[src/rtl/delay_seq_timer.sv]
// -----------------------------------------------------------------------------
// delay_seq_timer
//
// Multi-stage power-up / initialisation delay sequencer. STAGES programmable
// delays run back to back. Each stage raises a sticky done flag and a
// one-cycle strobe when it completes. The block also supports restart (start),
// pause (hold) and optional auto-start out of reset.
//
// Parameters
//   CNT_W      : counter width; per-stage delay values are CNT_W bits wide
//   STAGES     : number of sequential stages (1..16)
//   STG_W      : width of cur_stage; 2**STG_W must be >= STAGES+1
//   DLY_VEC    : per-stage delays, stage k in DLY_VEC[k*CNT_W +: CNT_W]
//                (stage 0 in the least-significant slice); 0 acts as 1
//   AUTO_START : 1 = begin counting straight out of reset, 0 = wait for start
//
// Ports
//   clk         : system clock, rising edge
//   rst         : asynchronous active-high reset
//   start       : synchronous pulse; clears flags and restarts at stage 0
//   hold        : freezes counter and stage while counting
//   stage_done  : sticky per-stage completion flags
//   stage_pulse : one-cycle strobe on completion of each stage
//   cur_stage   : stage currently counting; equals STAGES once complete
//   busy        : high while counting
//   all_done    : completion flag of the last stage
// -----------------------------------------------------------------------------
module delay_seq_timer #(
  parameter int unsigned               CNT_W      = 16,
  parameter int unsigned               STAGES     = 4,
  parameter int unsigned               STG_W      = 4,
  parameter logic [STAGES*CNT_W-1:0]   DLY_VEC    = {16'd12288, 16'd8, 16'd8, 16'd2},
  parameter bit                        AUTO_START = 1'b1
) (
  input  logic              clk,
  input  logic              rst,
  input  logic              start,
  input  logic              hold,
  output logic [STAGES-1:0] stage_done,
  output logic [STAGES-1:0] stage_pulse,
  output logic [STG_W-1:0]  cur_stage,
  output logic              busy,
  output logic              all_done
);

  typedef enum logic [1:0] {
    S_IDLE,
    S_COUNT,
    S_DONE
  } state_e;

  localparam state_e RST_STATE = AUTO_START ? S_COUNT : S_IDLE;

  state_e              state_q, state_d;
  logic [CNT_W-1:0]    cnt_q, cnt_d;
  logic [STG_W-1:0]    cur_stage_q, cur_stage_d;
  logic [STAGES-1:0]   stage_done_q, stage_done_d;
  logic [STAGES-1:0]   stage_pulse_q, stage_pulse_d;

  // Terminal count of the current stage and a one-hot of the current stage.
  // A programmed delay of 0 shares the terminal count of a delay of 1, so a
  // stage is never skipped.
  logic [CNT_W-1:0]    last_cnt;
  logic [STAGES-1:0]   stage_onehot;

  // NOTE: every signal assigned in an always_comb gets a default at the top,
  // so no path leaves it unassigned and no latch is inferred.
  always_comb begin
    last_cnt     = '0;
    stage_onehot = '0;
    for (int k = 0; k < STAGES; k++) begin
      if (cur_stage_q == STG_W'(k)) begin
        stage_onehot[k] = 1'b1;
        if (DLY_VEC[k*CNT_W +: CNT_W] != '0) begin
          last_cnt = DLY_VEC[k*CNT_W +: CNT_W] - CNT_W'(1);
        end
      end
    end
  end

  always_comb begin
    state_d       = state_q;
    cnt_d         = cnt_q;
    cur_stage_d   = cur_stage_q;
    stage_done_d  = stage_done_q;
    stage_pulse_d = '0;

    if (start) begin
      // Restart wins over hold and over a completion on the same edge.
      state_d      = S_COUNT;
      cnt_d        = '0;
      cur_stage_d  = '0;
      stage_done_d = '0;
    end else if ((state_q == S_COUNT) && !hold) begin
      if (cnt_q == last_cnt) begin
        cnt_d         = '0;
        stage_done_d  = stage_done_q | stage_onehot;
        stage_pulse_d = stage_onehot;
        cur_stage_d   = cur_stage_q + STG_W'(1);
        if (cur_stage_q == STG_W'(STAGES - 1)) begin
          state_d = S_DONE;
        end
      end else begin
        cnt_d = cnt_q + CNT_W'(1);
      end
    end
  end

  // NOTE: sequential state is updated with non-blocking assignments only, so
  // every flop samples the pre-edge values regardless of statement order.
  always_ff @(posedge clk or posedge rst) begin
    if (rst) begin
      state_q       <= RST_STATE;
      cnt_q         <= '0;
      cur_stage_q   <= '0;
      stage_done_q  <= '0;
      stage_pulse_q <= '0;
    end else begin
      state_q       <= state_d;
      cnt_q         <= cnt_d;
      cur_stage_q   <= cur_stage_d;
      stage_done_q  <= stage_done_d;
      stage_pulse_q <= stage_pulse_d;
    end
  end

  assign stage_done  = stage_done_q;
  assign stage_pulse = stage_pulse_q;
  assign cur_stage   = cur_stage_q;
  assign busy        = (state_q == S_COUNT);
  assign all_done    = stage_done_q[STAGES-1];

endmodule

[config.mk]
export PLATFORM = sky130hd
export DESIGN_NAME = delay_seq_timer
export DESIGN_NICKNAME = d
export VERILOG_FILES = /design/src/rtl/delay_seq_timer.sv
export SDC_FILE = /design/constraint.sdc
export NUM_CORES = 1
export LEC_CHECK = 0
export BUFFER_PORTS_ARGS = -buffer_cell sky130_fd_sc_hd__buf_4
export CAP_MARGIN = 20
export CORE_UTILIZATION = 62
export DETAILED_ROUTE_END_ITERATION = 16
export PLACE_DENSITY = 0.83
export SLEW_MARGIN = 15
export SYNTH_ARGS = -nofsm -noshare
export SYNTH_HDL_FRONTEND = slang
export SYNTH_SLANG_ARGS = --single-unit
[constraint.sdc]
create_clock -name clk -period 5.4 [get_ports clk]
set_input_delay 0.27 -clock clk [delete_from_list [all_inputs] [get_ports clk]]
set_output_delay 0.27 -clock clk [all_outputs]
set_load 0.05 [all_outputs]
# == Yosys cells after proc, flatten, opt, wreduce, memory -nomap -nowiden ==
# Index checks and enable logic that the tools add are counted.
# word_totals
ff_bits,30
input_bits,4
output_inout_bits,14
wordCells,45
# classes
addsub,2
n_eq_ne,5
mux,24
bitwise_logic,1
reduce_logical,8
# ops
cell,n
$mux W16,6
$mux W4,9
$add A16 B1 Y16 const B,1
$eq A16 B16 Y1,1
$eq A4 B2 Y1 const B,2
$mux W2,4
$reduce_bool A2 Y1,3
$mux W1,5
$add A4 B1 Y4 const B,1
$eq A4 B1 Y1 const B,1
$logic_not A4 Y1,1
$or A4 B4 Y4,1
$reduce_and A3 Y1,1
$eq A2 B1 Y1 const B,1
$reduce_and A2 Y1,1
$logic_and A1 B1 Y1,1
$logic_not A1 Y1,1

# == Logic depth before layout (Yosys ltp) ==
# depth
word_depth,9
ltp_mapped,8
mapped_depth_nobuf,7

# == Least setup slack after synthesis ==
# No wires, ideal clock.
# synth_path
path_type,reg2reg
startpoint,register cur_stage_q[1] (netlist: cur_stage[1])
endpoint,register cur_stage_q[3] (netlist: cur_stage[3])
setup_time_ps,128
t_arrival_ps,2713
required_time_ps,5272
path_slack_ps,2559
path_stages_with_launch,8
path_buffers,1
synth_period_minus_slack_ps,2841
cell_sequence,dfrtp_1 > ha_1 > or3b_1 > or4_1 > o31a_2 > buf_6 > nor4_2 > mux2_1
# synth_between
elab_chain_len,8
# synth_rtl
item,line_no,text
from (decl),56,"logic [STG_W-1:0] cur_stage_q, cur_stage_d;"
from (signal assigned),121,cur_stage_q <= cur_stage_d;
$logic_not A4 Y1,72,if (cur_stage_q == STG_W'(k)) begin
$mux W1,72,
$mux W16 (3 in series),72,
$eq A16 B16 Y1,95,if (cnt_q == last_cnt) begin
$reduce_bool A2 Y1 (no source line),--,
$reduce_and A2 Y1 (no source line),--,
# Several ways; a longest one is shown, not always the timed one. The select of a mux whose other input is x is not followed.
# A chain may end at the register's enable or synchronous reset.

# == Worst setup path after layout ==
# Ends and elaborated chain as after synthesis.

==> impl_metrics.json <==
{
  "status": "finished, final reports clean",
  "final_max_slew_viol_count": 0,
  "initial_core_util": 0.677,
  "diodes": 0,
  "io_buffer_count": 17,
  "hold_class": "primary input to async pin",
  "topRoutingLayerUsed": "met4",
  "syn_inst": 183,
  "critPathKind": "flip-flop to flip-flop",
  "ir_worst_vdd_uv": 229,
  "crit_arrival_ns": 2.89,
  "drt_iter0_markers": 79,
  "critPathLaunch": "cur_stage[1]",
  "fp.dieH_um": 55.0,
  "crit_chain": "ha_1 -> or3b_1 -> or4_1 -> o31a_2 -> nor4_2 -> mux2_1",
  "rrSetupSlack_ns": 2.72,
  "clock_skew_ns": 0.00839,
  "cts_resized": 0,
  "syn_area_um2": 1740,
  "placed_cells": 224,
  "clk_path_buf_depth": 2,
  "cp_max_fo": 12,
  "met2_wirelength_um": 1780,
  "htree_levels": 2,
  "crit_slowest_cell": "or4_1",
  "syn_area_per_cell_um2": 9.50,
  "finalPower_uw": 503,
  "dr_wl_met3_um": 235,
  "yosys_warnings": 0,
  "cts.clk_slew.worst_paths_ns": 0.10,
  "rsz0062_at_grt": "no",
  "routabilityCongestion": 0.918,
  "cellLeakagePower_nw": 0.807,
  "cts_setup_buffers": 0,
  "final_common_cell": "dfrtp_1",
  "viasPerCell": 6.27,
  "maxCapViolations": 0,
  "io_pins": 18,
  "required_ns": 5.62,
  "cts-hold-fix-buffers": 0,
  "grt_first_pass_wirelength_um": 6130,
  "ys.flop_type": "dfrtp_1",
  "die_x_um": 55.0,
  "drive_gt1_frac": 0.178,
  "first_pass_iters": 5,
  "timing.slew.headroom": 0.590,
  "gr-usage-all-layers": 0.293,
  "clkPwrFrac": 0.278,
  "grt_max_degree": 31,
  "cts_sinks": 30,
  "rr_startpoint": "cur_stage[1]",
  "switching_share": 0.335,
  "clockRootBuffer": "clkbuf_4",
  "power.internal_uw": 334,
  "tritoncts": "built",
  "worstSetupStartpointType": "flip-flop",
  "synth_edf_count": 0,
  "dieArea_um2": 3020,
  "area_growth_pct": 10.6,
  "numCtsBuffers": 5,
  "seq_area_frac_synth": 0.432,
  "finalSetupViolCount": 0,
  "fin_nets": 210,
  "coreArea_um2": 2570,
  "power_density_nw_per_um2": 261,
  "tightest_slew_ns": 0.614,
  "via_count": 1455,
  "grt.overflow.total": 0,
  "async_reset_ff_frac": 1.00,
  "pre_cts_ws_ns": 2.76,
  "hold_viol_final": 0,
  "fin_tns_setup_ns": 0,
  "grt_pass1_vias": 1373,
  "setup_slack_ns": 2.72,
  "drt-wirelength-per-cell_um": 16.3,
  "seqPwrFrac": 0.477,
  "fin_crit_sh": 0.496,
  "fp-row-count": 18,
  "postLayoutCoreUtil": 0.750,
  "fin_cells": 232,
  "fmax_mhz": 373,
  "dp.final_hpwl_um": 2750,
  "drt-met1-wl_um": 1710,
  "ys_types": 49,
  "endpoint_kind": "flip-flop",
  "drt-total-wl_um": 3790,
  "final_cell_mix": "29 x dfrtp_1, 28 x nor2_1, 19 x buf_4",
  "min_period_ns": 2.68,
  "power.switching_uw": 168,
  "syn_nets": 192,
  "yosys_register_bits": 30,
  "antenna_found_initial": 0,
  "drcViolationCount": 0,
  "ant_nets": 0,
  "worstSkewPairLatency_ns": 0.33,
  "critical_path.max_stage_delay_ns": 0.55,
  "combPwrFrac": 0.245
}
[flip-flops by register name, indices dropped and copies added, names as in the netlist]
signal and count:
cnt_q 16, cur_stage 4, stage_done 4, stage_pulse 4, state_q 2
[stage by stage]
step / hold slack, ns / area [um^2]
6_report: 0.0127 / 1920
5_1_grt: 0.0701 / 1920
4_1_cts: 0.210 / 1920
3_5_place_dp: 0.488 / 1860
3_3_place_gp: 0.474 / 1860
2_1_floorplan: 0.360 / 1740
[critical path, delay by kind of cell, from the launching register on]
kind | cells | cell delay, ns
adders and majority gates | 1 | 0.25
DFF | 1 | 0.45
muxes | 1 | 0.36
and+or+nand+nor | 3 | 1.27
AOI/OAI and AO/OA | 1 | 0.24
[path summary, 6_finish.rpt]
| kind | endpoint | cells after the start |
|---|---|---|
| worst max register to register | cur_stage[3] | 6 |
| max in group asynchronous | stage_done[3] | 2 |
| min in group clk | cur_stage[1] | 2 |
| worst min register to register | stage_done[1] | 1 |
| worst min-delay path | stage_done[2] | 2 |
| worst max-delay path | cur_stage[3] | 6 |
[power by group through the flow]
stage               sequential [mW]  combinational, mW  clock [mW]
floorplan                     0.258             0.0792           0
CTS                           0.239              0.122       0.143
global route                  0.241              0.133       0.152
finish                        0.240              0.123       0.140
detailed placement            0.244              0.122           0
global placement              0.243              0.119           0
[logic make-up after synthesis]
| group | count (synthesis) | synth area share |
|---|---|---|
| AND/OR/NAND/NOR | 90 | 0.282 |
| AO/OA/AOI/OAI | 30 | 0.136 |
| flip-flops | 30 | 0.432 |
| buffers and inverters | 15 | 0.0468 |
| XOR/XNOR | 12 | 0.0604 |
| adder cells (fa/ha/maj) | 5 | 0.0360 |
| multiplexers | 1 | 0.00647 |
[final cells by class]
type,instances,area (um^2)
Sequential cell,30,752
Inverter,7,26.3
Clock inverter,1,5.00
Tap cell,30,37.5
Timing Repair Buffer,19,143
Clock buffer,7,55.1
Multi-Input combinational cell,138,906
Fill cell,187,643
[per-layer routing]
metal,track usage,up-vias
met5,0,-
met4,0.100,0
met3,0.0820,11
met2,0.460,56
met1,0.387,693
li1,-,695
[cell usage after synthesis (all sizes together), types with 2 or more instances]
cell type	count	area, um^2
clkbuf	3	11.3
nand4	3	18.8
or4	4	33.8
o2111ai	3	26.3
o31ai	6	58.8
and2	3	20.0
nand3	10	50.1
nand2b	2	12.5
nor3	10	50.1
buf	4	33.8
nor2b	2	12.5
nand2	9	33.8
o2bb2ai	2	17.5
and3	5	31.3
a21oi	6	30.0
ha	5	62.6
or2	2	12.5
nor2	29	116
a22o	2	17.5
o21ai	3	15.0
or3b	2	17.5
xnor2	11	96.3
nor4	6	58.8
inv	7	26.3
dfrtp	29	726
Power figures use the tool's default switching activity.
